$ cat config.mk
export PLATFORM = sky130hd
export DESIGN_NAME = axis_slice_fifo_flat
export DESIGN_NICKNAME = d
export VERILOG_FILES = /design/src/rtl/axis_pkg.sv /design/src/rtl/axis_if.sv /design/src/rtl/axis_slice_fifo_mem.sv /design/src/rtl/axis_slice_fifo.sv /design/src/flat_wrapper.sv
export SDC_FILE = /design/constraint.sdc
export NUM_CORES = 1
export LEC_CHECK = 0
export CELL_PAD_IN_SITES_DETAIL_PLACEMENT = 0
export CELL_PAD_IN_SITES_GLOBAL_PLACEMENT = 1
export CORE_MARGIN = 3
export CORE_UTILIZATION = 46
export CTS_CLUSTER_DIAMETER = 30
export DETAILED_ROUTE_END_ITERATION = 6
export GPL_TIMING_DRIVEN = 0
export PLACE_DENSITY = 0.92
export SYNTH_ARGS = -nofsm -noshare
export SYNTH_HDL_FRONTEND = slang
export SYNTH_SLANG_ARGS = --single-unit
$ cat constraint.sdc
create_clock -name clk -period 5.7 [get_ports clk]
set_input_delay 1.425 -clock clk [delete_from_list [all_inputs] [get_ports clk]]
set_output_delay 1.425 -clock clk [all_outputs]
set_load 0.005 [all_outputs]
$ cat src/rtl/axis_pkg.sv
// Shared helpers for the AXI-Stream buffer blocks: depth legality check and
// pointer width derivation.
package axis_pkg;

   // True when value is a positive power of two.
   function automatic bit is_pow2(int value);
      return (value > 0) && ((value & (value - 1)) == 0);
   endfunction

   // Pointer width for a circular buffer of the given depth: address bits plus
   // one wrap bit, so full and empty can be told apart.
   function automatic int ptr_width(int depth);
      return $clog2(depth) + 1;
   endfunction

endpackage

$ cat src/rtl/axis_if.sv
// AXI-Stream handshake bundle. sif is the receiving side (valid/data in,
// ready out); mif is the sending side (valid/data out, ready in).
interface axis_if #(
   parameter int TDATA_WIDTH = 32
) ();

   logic                   tvalid;
   logic                   tready;
   logic [TDATA_WIDTH-1:0] tdata;

   modport sif (
      input  tvalid,
      input  tdata,
      output tready
   );

   modport mif (
      output tvalid,
      output tdata,
      input  tready
   );

endinterface

$ cat src/rtl/axis_slice_fifo_mem.sv
// DEPTH x TDATA_WIDTH storage with one write port and one registered read
// port. The array itself has no reset so it can map onto RAM.
module axis_slice_fifo_mem #(
   parameter int TDATA_WIDTH = 32,
   parameter int DEPTH       = 2,
   parameter int ADDR_W      = 1
) (
   input  logic                   clk,
   input  logic                   rst,
   input  logic                   wr_en,
   input  logic [ADDR_W-1:0]      wr_addr,
   input  logic [TDATA_WIDTH-1:0] wr_data,
   input  logic [ADDR_W-1:0]      rd_addr,
   output logic [TDATA_WIDTH-1:0] rd_data
);

   logic [TDATA_WIDTH-1:0] mem [DEPTH];
   logic [TDATA_WIDTH-1:0] rd_data_q, rd_data_d;

   // Write-first read: a beat written into the slot that becomes the head on
   // this same edge must appear immediately (push into an empty buffer).
   always_comb begin
      rd_data_d = mem[rd_addr];
      if (wr_en && (wr_addr == rd_addr)) begin
         rd_data_d = wr_data;
      end
   end

   // Array write port.
   always_ff @(posedge clk) begin
      if (wr_en) begin
         mem[wr_addr] <= wr_data;
      end
   end

   // Registered read port; only this output register is reset.
   always_ff @(posedge clk) begin
      if (rst) begin
         rd_data_q <= '0;
      end else begin
         rd_data_q <= rd_data_d;
      end
   end

   assign rd_data = rd_data_q;

endmodule

$ cat src/rtl/axis_slice_fifo.sv
// DEPTH-entry AXI-Stream FIFO with fully registered handshakes and a
// synchronous invalidate that drops every stored beat.
// Optional occupancy output enabled by defining AXIS_SLICE_FIFO_LEVEL_EN.
import axis_pkg::*;

module axis_slice_fifo #(
   parameter int TDATA_WIDTH = 32,
   parameter int DEPTH       = 2
) (
   input  logic                       clk,
   input  logic                       rst,
   axis_if.sif                        axis_sif,
   axis_if.mif                        axis_mif,
`ifdef AXIS_SLICE_FIFO_LEVEL_EN
   output logic [$clog2(DEPTH+1)-1:0] level,
`endif
   input  logic                       invalidate
);

   localparam int PTR_W  = ptr_width(DEPTH);
   localparam int ADDR_W = PTR_W - 1;

   if (!is_pow2(DEPTH) || (DEPTH < 2)) begin : g_bad_depth
      $error("axis_slice_fifo: DEPTH must be a power of two and at least 2");
   end

   logic [PTR_W-1:0]       wr_ptr_q, wr_ptr_d;
   logic [PTR_W-1:0]       rd_ptr_q, rd_ptr_d;
   logic                   sif_tready_q, sif_tready_d;
   logic                   mif_tvalid_q, mif_tvalid_d;
   logic                   push, pop, wr_en;
   logic [TDATA_WIDTH-1:0] head_data;

   // Next pointers and flags. Invalidate wins over push and pop: the read
   // pointer jumps to the write pointer, so a beat being popped this cycle is
   // still delivered and a beat being pushed is dropped.
   always_comb begin
      push         = axis_sif.tvalid && sif_tready_q;
      pop          = mif_tvalid_q && axis_mif.tready;
      wr_en        = push && !invalidate;
      wr_ptr_d     = wr_ptr_q;
      rd_ptr_d     = rd_ptr_q;
      if (invalidate) begin
         rd_ptr_d = wr_ptr_q;
      end else begin
         if (push) wr_ptr_d = wr_ptr_q + PTR_W'(1);
         if (pop)  rd_ptr_d = rd_ptr_q + PTR_W'(1);
      end
      mif_tvalid_d = (rd_ptr_d != wr_ptr_d);
      sif_tready_d = !((rd_ptr_d[ADDR_W-1:0] == wr_ptr_d[ADDR_W-1:0]) &&
                       (rd_ptr_d[ADDR_W] != wr_ptr_d[ADDR_W]));
   end

   // Pointer and handshake flag registers.
   always_ff @(posedge clk) begin
      if (rst) begin
         wr_ptr_q     <= '0;
         rd_ptr_q     <= '0;
         sif_tready_q <= 1'b0;
         mif_tvalid_q <= 1'b0;
      end else begin
         wr_ptr_q     <= wr_ptr_d;
         rd_ptr_q     <= rd_ptr_d;
         sif_tready_q <= sif_tready_d;
         mif_tvalid_q <= mif_tvalid_d;
      end
   end

   // The read port tracks the next-state head, so its output register always
   // holds the entry at the current read pointer.
   axis_slice_fifo_mem #(
      .TDATA_WIDTH (TDATA_WIDTH),
      .DEPTH       (DEPTH),
      .ADDR_W      (ADDR_W)
   ) u_mem (
      .clk     (clk),
      .rst     (rst),
      .wr_en   (wr_en),
      .wr_addr (wr_ptr_q[ADDR_W-1:0]),
      .wr_data (axis_sif.tdata),
      .rd_addr (rd_ptr_d[ADDR_W-1:0]),
      .rd_data (head_data)
   );

   assign axis_sif.tready = sif_tready_q;
   assign axis_mif.tvalid = mif_tvalid_q;
   assign axis_mif.tdata  = head_data;

`ifdef AXIS_SLICE_FIFO_LEVEL_EN
   localparam int LVL_W = $clog2(DEPTH + 1);

   logic [LVL_W-1:0] level_q, level_d;

   // Occupancy follows the next-state pointer distance.
   always_comb begin
      level_d = LVL_W'(wr_ptr_d - rd_ptr_d);
   end

   // Occupancy register, updated on the same edge as the pointers.
   always_ff @(posedge clk) begin
      if (rst) begin
         level_q <= '0;
      end else begin
         level_q <= level_d;
      end
   end

   assign level = level_q;
`endif

endmodule
$ cat src/flat_wrapper.sv
// flat-port wrapper written by rule: the top's interface ports become plain ports
module axis_slice_fifo_flat 
#(
   parameter int TDATA_WIDTH = 32,
   parameter int DEPTH       = 2
)
  (clk, rst, invalidate, axis_sif_tvalid, axis_sif_tdata, axis_sif_tready, axis_mif_tvalid, axis_mif_tdata, axis_mif_tready);
  axis_if #(.TDATA_WIDTH(TDATA_WIDTH)) axis_sif_i ();
  axis_if #(.TDATA_WIDTH(TDATA_WIDTH)) axis_mif_i ();
  input  logic clk;
  input  logic rst;
  input  logic invalidate;
  input wire logic [$bits(axis_sif_i.tvalid)-1:0] axis_sif_tvalid;
  input wire logic [$bits(axis_sif_i.tdata)-1:0] axis_sif_tdata;
  output wire logic [$bits(axis_sif_i.tready)-1:0] axis_sif_tready;
  output wire logic [$bits(axis_mif_i.tvalid)-1:0] axis_mif_tvalid;
  output wire logic [$bits(axis_mif_i.tdata)-1:0] axis_mif_tdata;
  input wire logic [$bits(axis_mif_i.tready)-1:0] axis_mif_tready;
  assign axis_sif_i.tvalid = axis_sif_tvalid;
  assign axis_sif_i.tdata = axis_sif_tdata;
  assign axis_sif_tready = axis_sif_i.tready;
  assign axis_mif_tvalid = axis_mif_i.tvalid;
  assign axis_mif_tdata = axis_mif_i.tdata;
  assign axis_mif_i.tready = axis_mif_tready;
  axis_slice_fifo #(.TDATA_WIDTH(TDATA_WIDTH), .DEPTH(DEPTH)) u_core (.clk(clk), .rst(rst), .axis_sif(axis_sif_i), .axis_mif(axis_mif_i), .invalidate(invalidate));
endmodule
After elaboration in Yosys (flattened, before gate mapping)
Memory sizes are Yosys's and may differ from the RTL's. A register that Yosys moved wholly into a read port is not among the register bits.
Index checks and enable logic that the tools add are counted.
{"block": "word_totals", "input_bits": 37, "mem_bits_rw": 64, "mem_count": 1, "ff_bits": 6}
{"block": "op_classes", "muxes": 6, "n_reduce_logical": 6, "add_sub_neg": 2, "n_eq_ne": 3}
{"memory": "u_core.u_mem.mem", "depth": 2, "width": 32, "rd": 1, "rd_ports_with_merged_regs": 1, "write_ports": 1, "line_no": "axis_slice_fifo_mem.sv:17", "text": "logic [TDATA_WIDTH-1:0] mem [DEPTH];"}
{"cell": "2-bit 2-to-1 mux", "count": 4}
{"cell": "2-bit by 1-bit adder with 2-bit output (second input constant)", "count": 2}
{"cell": "1-bit logical AND", "count": 4}
{"cell": "1-bit zero test", "count": 2}
{"cell": "1-bit 2-to-1 mux", "count": 2}
{"cell": "2-bit inequality test", "count": 1}
{"cell": "1-bit equality test", "count": 1}
{"cell": "1-bit inequality test", "count": 1}

Depth between registers and ports, before layout
{"block": "logic_depth", "word_depth": 6, "depth_mapped": 6, "ltp_nobuf": 4}

Cells and area by module
Synthesis repeated with hierarchy kept, for this count alone.
{"block": "hier_totals", "hier_cells": 276, "area_unflattened_um2": 4000.1}
{"mod": "axis_slice_fifo_mem", "area_each_um2": 3714.8, "instances": 1, "cells_each": 249}
{"mod": "axis_slice_fifo", "area_each_um2": 285.3, "instances": 1, "cells_each": 27}

Least setup slack after synthesis
Ideal clock, no wire load.
{"block": "synth_timing", "path_type": "input port to flip-flop", "startpoint": "input invalidate", "endpoint": "memory u_core.u_mem.mem[0][0], enable pin", "slack_ps": 1959, "setup_ps": 421, "stages": 3, "t_required_ps": 5279, "arrival_time_ps": 3320, "cell_sequence": "nand3b_1 > clkbuf_1 > nor2_1"}
{"block": "synth_via", "elab_chain_len": 4}
{"element": "from (decl)", "line_no": "flat_wrapper.sv:12", "text": "input logic invalidate;"}
{"element": "1-bit zero test", "line_no": "axis_slice_fifo.sv:40", "text": "wr_en = push && !invalidate;"}
{"element": "1-bit logical AND", "line_no": "axis_slice_fifo.sv:40"}
{"element": "1-bit 2-to-1 mux", "line_no": "axis_slice_fifo_mem.sv:31", "text": "if (wr_en) begin"}
{"element": "1-bit 2-to-1 mux (implied by the code)", "line_no": "axis_slice_fifo_mem.sv:32", "text": "mem[wr_addr] <= wr_data;"}
{"element": "to (decl)", "line_no": "axis_slice_fifo_mem.sv:17"}
Every way passes these cells.

Worst setup path in the final report
{"block": "layout_timing", "startpoint": "input invalidate", "endpoint": "memory u_core.u_mem.mem[0][10], enable pin"}
The elaborated chain is that of the path after synthesis.

==> results by stage <==
Hold path:
- Counting instances, the worst hold path has a depth of 2.
- The critical hold path startpoint is u_core.wr_ptr_q[1]$_SDFF_PP0_.
- The worst min-delay path class is flop to flop.
- The worst hold path terminates at u_core.rd_ptr_q[1]$_SDFF_PP0_.

Pwr:
- The share of total power consumed by net switching is 23.4%.
- The clock network accounts for a little under a third of the total power.
- The combinational cell fraction of total power is between 10% and 20%.
- The power per cell area is 296 nW/um^2.
- The net switching power figure is 342 uW.
- Per report_power, the sequential group accounts for 56.5% of the total.
- VDD sags by at most 0.129 mV.
- The standby leakage power is 0.00173 uW.
- Internal power comes to around 1100 uW.

Setup path:
- The endpoint type of the worst setup path is a flop.
- The startpoint of the lowest-slack register-to-register path is u_core.axis_sif.tready$_SDFF_PP0_.
- The critical path depth in cells is 5.
- Of all nets on the critical path, the largest fanout is 25.
- The critical path required time is 5.76 ns.
- The buffering stage count on the worst path with inverters included is 3.
- Data arrives at the worst endpoint at 3.46 ns.
- The worst register-to-register path has a setup slack of 3.64 ns.
- The signal on the critical path passes through clkdlybuf4s50_1 > nand3b_1 > clkbuf_1 > nor2_4 > buf_12.
- The path depth of the worst reg2reg path is 4.
- The endpoint identified for the worst register-to-register timing path is u_core.u_mem.mem[0][10]$_DFFE_PP_.
- For this design, the slowest cell found on the critical path is clkdlybuf4s50_1.
- The nature of the critical path startpoint is a primary input.
- The category of cells accounting for the largest share of critical-path delay is buffers and inverters.
- The largest single stage delay on the critical path is 0.54 ns.
- By startpoint and endpoint, the worst setup path is classified as primary input to flop.

Final layout:
- The share of layout cells above drive strength 1 is 17.5%.
- The repair_antennas step left the layout with diodes totalling 0.
- The area growth from synthesis to layout is 27.5%.
- In the final design database the tool counted between 300 and 400 nets.
- Leaving out filler cells and counting taps, the final layout contains 433.

Global routing:
- The first global-routing pass estimated 12.2 mm of wire.
- The met1 layer usage reported by global route is 20.4%.
- The via count of the first global-routing pass is 2426.
- The peak-usage layer in the global routing report is met2.
- The initial antenna violation count is 0.
- The routing usage on met2 is between 20% and 30%.
- The global-route track usage on met3 is 2.73%.
- Entering global routing, the biggest net connects 26 pins.
- Summed over all layers, the global routing overflow is 0.
- Across every metal layer, demand over resource in global routing totals 16.3%.

Route:
- The average wire length per cell after detail routing is 17.2 microns.
- For this block, the initial DRC count from the detailed router was 95.
- The total iterations of the first detailed-routing run is 4.
- For this block, the via count after detailed routing is 2265.
- Dividing the detail-routed via count by the number of cells gives around 5.2.
- The count of nets left with antenna violations once routing finished came out at 0.
- Wires add up to around 7.4 mm.
- The number of remaining DRC errors is 0.

Clock tree:
- After clock tree synthesis, the repair step resized 0 gates.
- The number of buffers inserted during clock tree synthesis is 9.
- After clock tree synthesis, the clock-pin slew on the worst setup and hold paths is 0.08 ns.
- The number of post-CTS setup repair buffers is 0.
- Buffers inserted to repair hold after CTS numbered 0.
- The clock latency reported for the late side of the worst-skew pair is between 0.3 and 0.4 ns.
- The clock tree synthesis step divided the H-tree into 3 levels.
- The maximum number of buffers from clock root to sink is 2.
- The clock net sink count is 102.
- TritonCTS built the clock tree.
- The clock root buffer is clkbuf_8.

Yosys:
- The number of distinct library cells after synthesis is 25.
- The fraction of synthesized cell area taken by the top area cell type is between 40% and 50%.
- After synthesis the cells add up to 3860 sq um.
- The post-synthesis average cell area is 15.8 sq um.
- The synthesized net count is about 280.
- The count of synthesis-stage warnings from yosys is 0.
- By area the synthesized netlist is led by edfxtp_1 50%, dfxtp_1 20%, a211oi_2 9.7%.
- After technology mapping, the gate count stands at 244.
- Of all cell types, the one taking the most synthesized area is edfxtp_1.
- The synthesized flop and latch total is just over 100.
- The sequential fraction of the synthesis area is 69.4%.

Floorplanning:
- In this run the core area contains 32 standard-cell rows.
- The die boundary height is a little under 100 microns.
- The number of top-level pins is 71.
- The die covers 9540 sq um.
- The region available for standard cell placement spans a little under 8000 sq um.
- The initial utilization of the core area, before any placement, comes to 48.7%.
- The overall die width is 97.7 microns.

STA:
- The clock period minus final worst setup slack is about 3.4 ns.
- The worst pin sits at a relative slew slack of 50.3%.
- Setup repair after global routing left no endpoint under its margin.
- The count of final hold-check violations is 0.
- Static timing analysis puts the maximum clock frequency at about 290 MHz.
- The largest clock skew in the final design is 0.00945 ns.
- The count of pins over their slew limit is 0.
- The setup TNS after final layout is 0 ns.
- Setup violations remaining at the end of the flow were counted as 0.
- At the pin with the least slew margin, the transition time is 0.746 ns.
- The worst path uses roughly three fifths of the clock period.

Placed design:
- The final weighted congestion in routability-driven placement is approximately 0.75.
- The number of instances in the placed design is 417.
- The final HPWL from detailed placement is 4.93 mm.
- Input and output buffers added on the ports amount to between 60 and 70.

Job:
- The tool flagged a number of max-cap violations equal to 0.

Status:
- The flow ran to the end, and the final reports show no timing, DRC or antenna violations.
[cell usage after synthesis]
cell      count
nand3_1       2
a31oi_1       1
buf_2         1
and3b_1       1
mux2i_1      32
or2_1         1
edfxtp_1     64
xnor3_2       1
a21boi_0      1
nor2_1        6
nand2b_1      1
inv_1         2
clkbuf_1      9
nand2_1       2
buf_6         3
buf_4         3
nand3b_1      1
dfxtp_1      38
xnor2_1       3
xor2_1        4
buf_1         1
a211oi_2     30
nor3_1       32
o31ai_4       1
a211oi_1      4
[per-layer routing]
layer | wire (microns) | share of wire (%) | vias up
li1 | - | - | 1096
met1 | 3210 | 43 | 1109
met2 | 3840 | 52 | 49
met3 | 260 | 3.5 | 11
met4 | 139 | 1.9 | 0
met5 | 0 | 0 | -
[placed cells by master (no fill, tap or decap), types with 2 or more instances in the layout]
cell,count
a211oi_1,4
a211oi_2,30
buf_12,2
buf_4,3
buf_6,3
clkbuf_1,10
clkbuf_8,9
clkdlybuf4s50_1,69
clkinv_2,3
clkinv_4,2
dfxtp_1,38
edfxtp_1,64
inv_1,2
mux2i_1,32
nand2_1,2
nand3_1,2
nor2_1,4
nor2_4,2
nor3_1,32
xnor2_1,3
xor2_1,4
[tightest hold or removal path, cell delays in order, from the launching register on]
cell and delay [ns]:
dfxtp_1 0.35, nor2_1 0.10, a211oi_1 0.06
[cell families (layout without fill, tap and decap cells)]
logic type | count (synthesis) | after routing | synth area share (%)
compound gates | 37 | 37 | 11.4
xor+xnor | 8 | 8 | 2.20
buf+inv | 19 | 106 | 2.75
flops | 102 | 102 | 69.4
mux | 32 | 32 | 8.29
simple gates | 46 | 46 | 5.93
[through the flow]
| step | instance area, sq um | worst slack, ns | util (%) | power, uW | hold slack, ns |
|---|---|---|---|---|---|
| 3_3_place_gp | 4680 | 0.261 | 59.1 | 1030 | 0.521 |
| 5_1_grt | 4930 | 2.18 | 62.2 | 1510 | 0.579 |
| 3_5_place_dp | 4740 | 1.94 | 59.8 | 1040 | 0.533 |
| 6_report | 4930 | 2.30 | 62.2 | 1460 | 0.551 |
| 2_1_floorplan | 3860 | 1.96 | - | 940 | 0.497 |
| 4_1_cts | 4930 | 2.31 | 62.2 | 1470 | 0.547 |
[sequential cells by signal, indices dropped and copies added (netlist names)]
| register | flops |
|---|---|
| u_core.rd_ptr_q | 2 |
| u_core.u_mem.mem | 64 |
| u_core.axis_mif.tvalid | 1 |
| u_core.wr_ptr_q | 2 |
| u_core.axis_sif.tready | 1 |
| u_core.u_mem.rd_data | 32 |
[power groups by stage]
stage                     sequential (uW)  combinational (uW)  clock (uW)
after floorplan                       844                95.3           0
after global placement                843                 190           0
after detailed placement              843                 196           0
after CTS                             826                 197         449
after global routing                  829                 209         476
final                                 825                 195         441
[layout make-up]
class                           instances  area [sq um]
Buffer                                 17          98.8
Clock buffer                           10           128
Clock inverter                          6          62.6
Fill cell                             629          3000
Inverter                                2          7.51
Multi-Input combinational cell        123          1090
Sequential cell                       102          2680
Tap cell                              102           128
Timing Repair Buffer                   71           731
[how the worst max path moves through the flow]
| stage | startpoint | to | slack, ns |
|---|---|---|---|
| 2_1_floorplan | invalidate | u_core.u_mem.mem[0][0]$_DFFE_PP_ | 1.96 |
| 3_3_place_gp | invalidate | u_core.u_mem.mem[0][4]$_DFFE_PP_ | 0.26 |
| 3_5_place_dp | invalidate | u_core.u_mem.mem[0][4]$_DFFE_PP_ | 1.94 |
| 4_1_cts | invalidate | u_core.u_mem.mem[0][10]$_DFFE_PP_ | 2.31 |
| 5_1_grt | invalidate | u_core.u_mem.mem[0][10]$_DFFE_PP_ | 2.18 |
| 6_report | invalidate | u_core.u_mem.mem[0][10]$_DFFE_PP_ | 2.30 |
Power figures use the tool's default switching activity.
